[src/rtl/pipelined_addsub_acc.sv]
// -----------------------------------------------------------------------------
// pipelined_addsub_acc
//
// Two-stage pipelined signed adder/subtractor with an accumulator mode,
// valid/ready flow control, a per-beat overflow flag and a sticky overflow
// flag. This is the streaming successor to the single-cycle 16-bit add/sub
// datapath.
//
//   S1 : registers mode, dataa and datab when a beat is accepted.
//   S2 : computes the sum in WIDTH+1 bits and registers result/overflow.
//        Accumulate beats (mode 1x) also update acc here.
//
// Parameters
//   WIDTH            operand/result/accumulator width, two's complement (2..64)
//
// Optional feature macro
//   ADDSUB_SATURATE_EN  when defined, overflowing results clamp to the most
//                       positive / most negative value (acc loads the clamped
//                       value, overflow still reads 1). When undefined,
//                       results wrap modulo 2^WIDTH.
//
// Ports
//   Clock            in   sole clock, rising edge
//   Resetn           in   synchronous active-low reset
//   in_valid         in   operand beat offered
//   in_ready         out  beat accepted this cycle (in_valid & in_ready)
//   mode[1:0]        in   00 a+b, 01 a-b, 10 acc+b, 11 acc-b
//   dataa[WIDTH]     in   operand A (ignored in modes 1x)
//   datab[WIDTH]     in   operand B
//   clear            in   zero acc and overflow_sticky (handshake independent)
//   out_valid        out  result beat available
//   out_ready        in   consumer takes the beat
//   result[WIDTH]    out  signed result
//   overflow         out  signed overflow of this result beat
//   acc[WIDTH]       out  current accumulator value
//   overflow_sticky  out  set by any overflowing beat; cleared by clear/reset
// -----------------------------------------------------------------------------
module pipelined_addsub_acc #(
    parameter int unsigned WIDTH = 16
) (
    input  logic             Clock,
    input  logic             Resetn,
    input  logic             in_valid,
    output logic             in_ready,
    input  logic [1:0]       mode,
    input  logic [WIDTH-1:0] dataa,
    input  logic [WIDTH-1:0] datab,
    input  logic             clear,
    output logic             out_valid,
    input  logic             out_ready,
    output logic [WIDTH-1:0] result,
    output logic             overflow,
    output logic [WIDTH-1:0] acc,
    output logic             overflow_sticky
);

    // ------------------------------------------------------------------
    // Pipeline state
    // ------------------------------------------------------------------
    logic             s1_valid;
    logic [1:0]       s1_mode;
    logic [WIDTH-1:0] s1_a;
    logic [WIDTH-1:0] s1_b;
    logic             s2_valid;

    logic             en1;
    logic             en2;

    // ------------------------------------------------------------------
    // Stage enables: a stage may load when it is empty or when the stage
    // downstream of it is moving. in_ready is purely combinational so a
    // full pipeline accepts a new beat in the same cycle out_ready rises.
    // ------------------------------------------------------------------
    always_comb begin
        en2 = !s2_valid | out_ready;
        en1 = !s1_valid | en2;
    end

    assign in_ready  = en1;
    assign out_valid = s2_valid;

    // ------------------------------------------------------------------
    // S2 arithmetic
    // ------------------------------------------------------------------
    logic [WIDTH-1:0] lhs;
    logic [WIDTH-1:0] rhs;
    logic             cin;
    logic [WIDTH:0]   sum_ext;
    logic             ovf;
    logic [WIDTH-1:0] res_next;

    always_comb begin
        // Accumulate modes read the live acc register, which S2 updates on
        // the same edge it loads, so consecutive accumulate beats chain.
        lhs = s1_mode[1] ? acc : s1_a;
        // Subtraction as a + ~b + 1.
        rhs = s1_mode[0] ? ~s1_b : s1_b;
        cin = s1_mode[0];

        // Sign-extended WIDTH+1 bit sum: the top two bits disagree exactly
        // when the WIDTH-bit result has overflowed, and bit WIDTH then holds
        // the true sign of the result.
        sum_ext = {lhs[WIDTH-1], lhs} + {rhs[WIDTH-1], rhs}
                + {{WIDTH{1'b0}}, cin};
        ovf     = sum_ext[WIDTH] ^ sum_ext[WIDTH-1];

        res_next = sum_ext[WIDTH-1:0];
`ifdef ADDSUB_SATURATE_EN
        if (ovf) begin
            if (sum_ext[WIDTH])
                res_next = {1'b1, {(WIDTH-1){1'b0}}};   // most negative
            else
                res_next = {1'b0, {(WIDTH-1){1'b1}}};   // most positive
        end
`endif
    end

    // ------------------------------------------------------------------
    // Stage 1: operand capture
    // ------------------------------------------------------------------
    always_ff @(posedge Clock) begin
        if (!Resetn) begin
            s1_valid <= 1'b0;
            s1_mode  <= '0;
            s1_a     <= '0;
            s1_b     <= '0;
        end else if (en1) begin
            s1_valid <= in_valid;
            if (in_valid) begin
                s1_mode <= mode;
                s1_a    <= dataa;
                s1_b    <= datab;
            end
        end
    end

    // ------------------------------------------------------------------
    // Stage 2: result, overflow, accumulator and sticky flag
    // ------------------------------------------------------------------
    always_ff @(posedge Clock) begin
        if (!Resetn) begin
            s2_valid        <= 1'b0;
            result          <= '0;
            overflow        <= 1'b0;
            acc             <= '0;
            overflow_sticky <= 1'b0;
        end else begin
            if (en2) begin
                s2_valid <= s1_valid;
                if (s1_valid) begin
                    result   <= res_next;
                    overflow <= ovf;
                    if (s1_mode[1])
                        acc <= res_next;
                    if (ovf)
                        overflow_sticky <= 1'b1;
                end
            end
            // clear takes priority over a same-cycle accumulate load; the
            // result register above still receives the computed value.
            if (clear) begin
                acc             <= '0;
                overflow_sticky <= 1'b0;
            end
        end
    end

endmodule

[config.mk]
export PLATFORM = sky130hd
export DESIGN_NAME = pipelined_addsub_acc
export DESIGN_NICKNAME = d
export VERILOG_FILES = /design/src/rtl/pipelined_addsub_acc.sv
export SDC_FILE = /design/constraint.sdc
export NUM_CORES = 1
export LEC_CHECK = 0
export ABC_CLOCK_PERIOD_IN_PS = 5600
export CAP_MARGIN = 25
export CORE_MARGIN = 2
export CORE_UTILIZATION = 46
export DETAILED_ROUTE_END_ITERATION = 7
export GPL_TIMING_DRIVEN = 0
export HOLD_SLACK_MARGIN = 0.15
export PLACE_DENSITY = 0.72
export RECOVER_POWER = 25
export SLEW_MARGIN = 20
export SYNTH_ARGS = -nofsm -noshare
export SYNTH_HDL_FRONTEND = slang
export SYNTH_SLANG_ARGS = --single-unit
[constraint.sdc]
create_clock -name Clock -period 5.6 [get_ports Clock]
set_clock_uncertainty 0.2 [all_clocks]
set_input_delay 0.56 -clock Clock [delete_from_list [all_inputs] [get_ports Clock]]
set_output_delay 0.56 -clock Clock [all_outputs]
set_load 0.01 [all_outputs]
# Word level (Yosys, flattened, before mapping)
# Index checks and enable logic that the tools add are counted.
# classes
addsub	2
reduce_logical	7
bitwise	5
muxes	2
# op_table
op	n
16-bit 2-to-1 mux	2
16-bit by 16-bit adder with 17-bit output	1
17-bit by 1-bit adder with 17-bit output	1
16-bit NOT	1
3-bit AND reduction	2
2-bit AND reduction	2
1-bit zero test	2
1-bit bitwise OR	2
2-bit OR reduction	1
1-bit NOT	1
1-bit XOR	1
# word_totals
input_bits	39
output_inout_bits	36
word_cells	25
reg_bits	70

# Logic depth before layout (Yosys ltp)
# logic_depth
word_depth	6
ltp_mapped	13
ltp_nobuf	11

# Least setup slack after synthesis
# Ideal clock, no wire load.
# synth_path
kind	reg-to-reg
start	register s1_mode[1]
end	register acc[13]
n_path_buf	2
stages_incl_launch_ff	13
path_slack_ns	2.501
arrival_time_ns	2.831
synth_period_minus_slack_ns	3.099
setup_time_ns	0.067
required_ns	5.333
cell_sequence	dfxtp_1 -> buf_6 -> clkbuf_1 -> mux2i_1 -> inv_1 -> ha_1 -> and3b_2 -> o21ai_0 -> and4b_4 -> nor4_4 -> o31ai_2 -> or3b_1 -> a21oi_2
# synth_via
elab_chain_cells	3
word_cells_on_any_way	4
classes_between	2 x add/sub; 1 x mux; 1 x reduce/logical
# synth_lines
element	line	text
start, declared	61	logic [1:0] s1_mode;
start signal, assigned	130	s1_mode <= mode;
16-bit 2-to-1 mux	95	lhs = s1_mode[1] ? acc : s1_a;
16-bit by 16-bit adder with 17-bit output	103	sum_ext = {lhs[WIDTH-1], lhs} + {rhs[WIDTH-1], rhs}
17-bit by 1-bit adder with 17-bit output	104	+ {{WIDTH{1'b0}}, cin};
end signal, assigned	154	acc <= res_next;
end, declared	53	output logic [WIDTH-1:0] acc,
# Parallel ways exist; a longest one is shown, timed or not.
# A chain may end at the register's enable or synchronous reset.

# Worst setup path after layout
# Ends and elaborated chain as after synthesis.

==> metrics.md <==
| Metric | Value |
|---|---|
| Status | `complete, no violations` |
| Die footprint | `8980 um2` |
| Post-CTS Setup Bufs | `0` |
| Most frequent cell after synthesis | `nand2_1` |
| Setup TNS | `0 ns` |
| Post-cts repair resize count | `0` |
| IO Pins | `75` |
| Routed Antenna Nets | `0` |
| Startpoint Class | `register` |
| Power Total | `1.27 mW` |
| DP HPWL | `7880 um` |
| Final Hold Fails | `0` |
| CP arrival | `3.66 ns` |
| Hold WC Path Type | `register to register` |
| Synth Warn # | `0` |
| Psw | `0.343 mW` |
| Critical Path RT | `5.68 ns` |
| Initial antenna violation count | `0` |
| Port Buffers | `73` |
| Global-route wire length before repair | `16700 um` |
| RSZ-0062 raised after global routing | `false` |
| Net Sw Frac | `0.270` |
| EDFF count, synth | `0` |
| Via count | `3676` |
| Period utilisation layout | `0.640` |
| Achievable frequency | `279 MHz` |
| Max-cap violations | `0` |
| First drt pass iteration count | `4` |
| Synth Flop Type | `dfxtp_1` |
| Share of the synthesized area in the top cell type | `0.370` |
| Final setup viols | `0` |
| Mean area per synthesized cell | `7.87 um2` |
| Worst Hold Depth | `2` |
| Yosys reg bits | `70` |
| Clock slew seen by the registers of the worst setup and hold paths | `0.07 ns` |
| Area leader, netlist | `dfxtp_1` |
| Syn Inst Count | `481` |
| Top post-synthesis cells by area | `dfxtp_1 (37%), nand2_1 (10%), a21oi_1 (8.1%), ha_1 (5.0%), mux2_2 (4.2%)` |
| Fin nets | `620` |
| CTS root buf | `clkbuf_8` |
| Pint | `0.927 mW` |
| Distinct cells, synth | `56` |
| # DRC | `0` |
| Layout cell share with drive strength beyond 1 | `0.0754` |
| Number of diodes | `0` |
| P&R area growth vs syn | `29.1%` |
| Initial Utilization | `0.468` |
| Syn Std Cell Area | `3790 um2` |
| Worst-Skew Late Latency | `0.34 ns` |
| Syn nets | `536` |
| CTS tree | `built` |
| Seq/Total Area, Yosys | `0.370` |
| Die X | `94.7 um` |
| # hold bufs at CTS | `0` |
| Gr usage total | `0.239` |
| Final Routed Wirelength | `10000 um` |
| CP Capture Type | `register` |
| VDD IR-drop max | `149 uV` |
| Core ar. | `8090 um2` |
| Post-route minimum period | `3.59 ns` |
| Leakage | `2.00 nW` |
| CTS Buf Count | `9` |
| Top cells by count, synth | `nand2_1 (104), dfxtp_1 (70), a21oi_1 (61)` |
| Worst Path Max Fanout | `10` |
| Clock power frac | `0.385` |
| Slew margin rel. | `0.540` |
| Vias in the first global route | `3455` |
| Rows | `33` |
| Largest net degree at the start of global routing | `13` |
| Slew Viols, Final | `0` |
| DR iter-0 viols | `227` |
| Sequential Power Share | `0.421` |
| Final Wtd Congestion | `0.865` |
| Synth async-reset ratio | `0` |
| Die H | `94.7 um` |
| H-tree levels | `3` |
| Crit Path Category | `register to register` |
| Max clock buf depth | `2` |
| R2R depth | `12` |
| GRT overflow | `0` |
| Vias per inst | `5.45` |
| Clock Sinks | `70` |
| PwrDens | `260 nW/um2` |
| WL/cell | `14.8 um` |
| Combinational power share | `0.194` |
| Tightest Pin Transition | `0.690 ns` |
==> area by class of cell <==
type	count	area, um2
clock buffer	11	131
buffer	32	134
fill	780	3200
timing repair buffer	73	731
clock inverter	5	108
tap	105	131
sequential	70	1400
inverter	6	22.5
multi-input combinational	373	2230
==> sequential cells by signal (all words and copies together), names as in the netlist <==
name and cells:
acc 16, out_valid 1, overflow 1, overflow_sticky 1, result 16, s1_a 16, s1_b 16, s1_mode 2
s1_valid 1
==> routing by layer <==
metal	routed length, um	track usage
met3	470	0.0327
met4	187	0.0845
met2	4720	0.391
met1	4640	0.323
met5	0	0
==> worst max-delay path, stage by stage, from the launching register on <==
cell and delay (ns):
dfxtp_1 0.32, buf_6 0.15, clkbuf_1 0.48, mux2i_1 0.35, inv_1 0.09, ha_1 0.31, and3b_2 0.20, o21ai_0 0.29
and4b_4 0.35, nor4_4 0.06, o31ai_2 0.22, or3b_1 0.39, a21oi_2 0.11
==> cell families after synthesis <==
group	synth area share
compound gates	0.179
xor+xnor	0.0555
fa+ha+maj	0.0548
buf+inv	0.0413
flops	0.370
mux	0.0548
simple gates	0.244
==> cell usage in the layout (no fill, tap or decap), types with 2 or more instances in the layout <==
master	n
clkdlybuf4s50_1	52
ha_1	15
o31ai_1	2
o211ai_1	4
mux2i_1	5
xnor2_1	9
a211oi_1	4
nor2b_1	4
a31oi_1	3
buf_2	2
nand2b_1	6
nand4_1	9
clkbuf_1	29
nand3b_1	2
a21o_1	6
o21ai_1	8
nor3_1	5
xor2_1	15
o21a_1	3
mux2_2	14
a21boi_1	2
o21ai_0	11
dfxtp_1	70
nand2_1	104
clkinv_4	2
bufinv_16	3
nor2_1	32
nor4_1	6
clkbuf_8	9
inv_1	5
a21oi_1	61
and2_1	7
nand3_1	12
nand4b_1	2
dlygate4sd3_1	21
==> power by group through the flow <==
stage | combinational [mW] | sequential, mW | clock, mW
after floorplan | 0.154 | 0.548 | 0
after global placement | 0.243 | 0.546 | 0
after detailed placement | 0.247 | 0.547 | 0
after CTS | 0.249 | 0.535 | 0.495
after global routing | 0.274 | 0.538 | 0.515
final | 0.247 | 0.535 | 0.489
==> stage by stage <==
stage / setup WS, ns / util / area (um2) / std cells / hold slack [ns]
floorplan: 2.50 / - / 3790 / 481 / 0.234
global placement: 2.13 / 0.575 / 4650 / 659 / 0.241
detailed placement: 2.06 / 0.575 / 4650 / 659 / 0.245
CTS: 2.03 / 0.604 / 4890 / 675 / 0.256
global route: 1.73 / 0.604 / 4890 / 675 / 0.266
finish: 2.01 / 0.604 / 4890 / 675 / 0.251
==> worst paths after layout <==
check | from | endpoint | slack (ns)
hold / removal | result[0] | result[0] | 0.25
hold reg to reg | result[0] | result[0] | 0.25
setup / recovery | s1_mode[1] | acc[13] | 2.01
setup reg to reg | s1_mode[1] | acc[13] | 2.01
No activity file was read; power rests on OpenSTA's default activity.
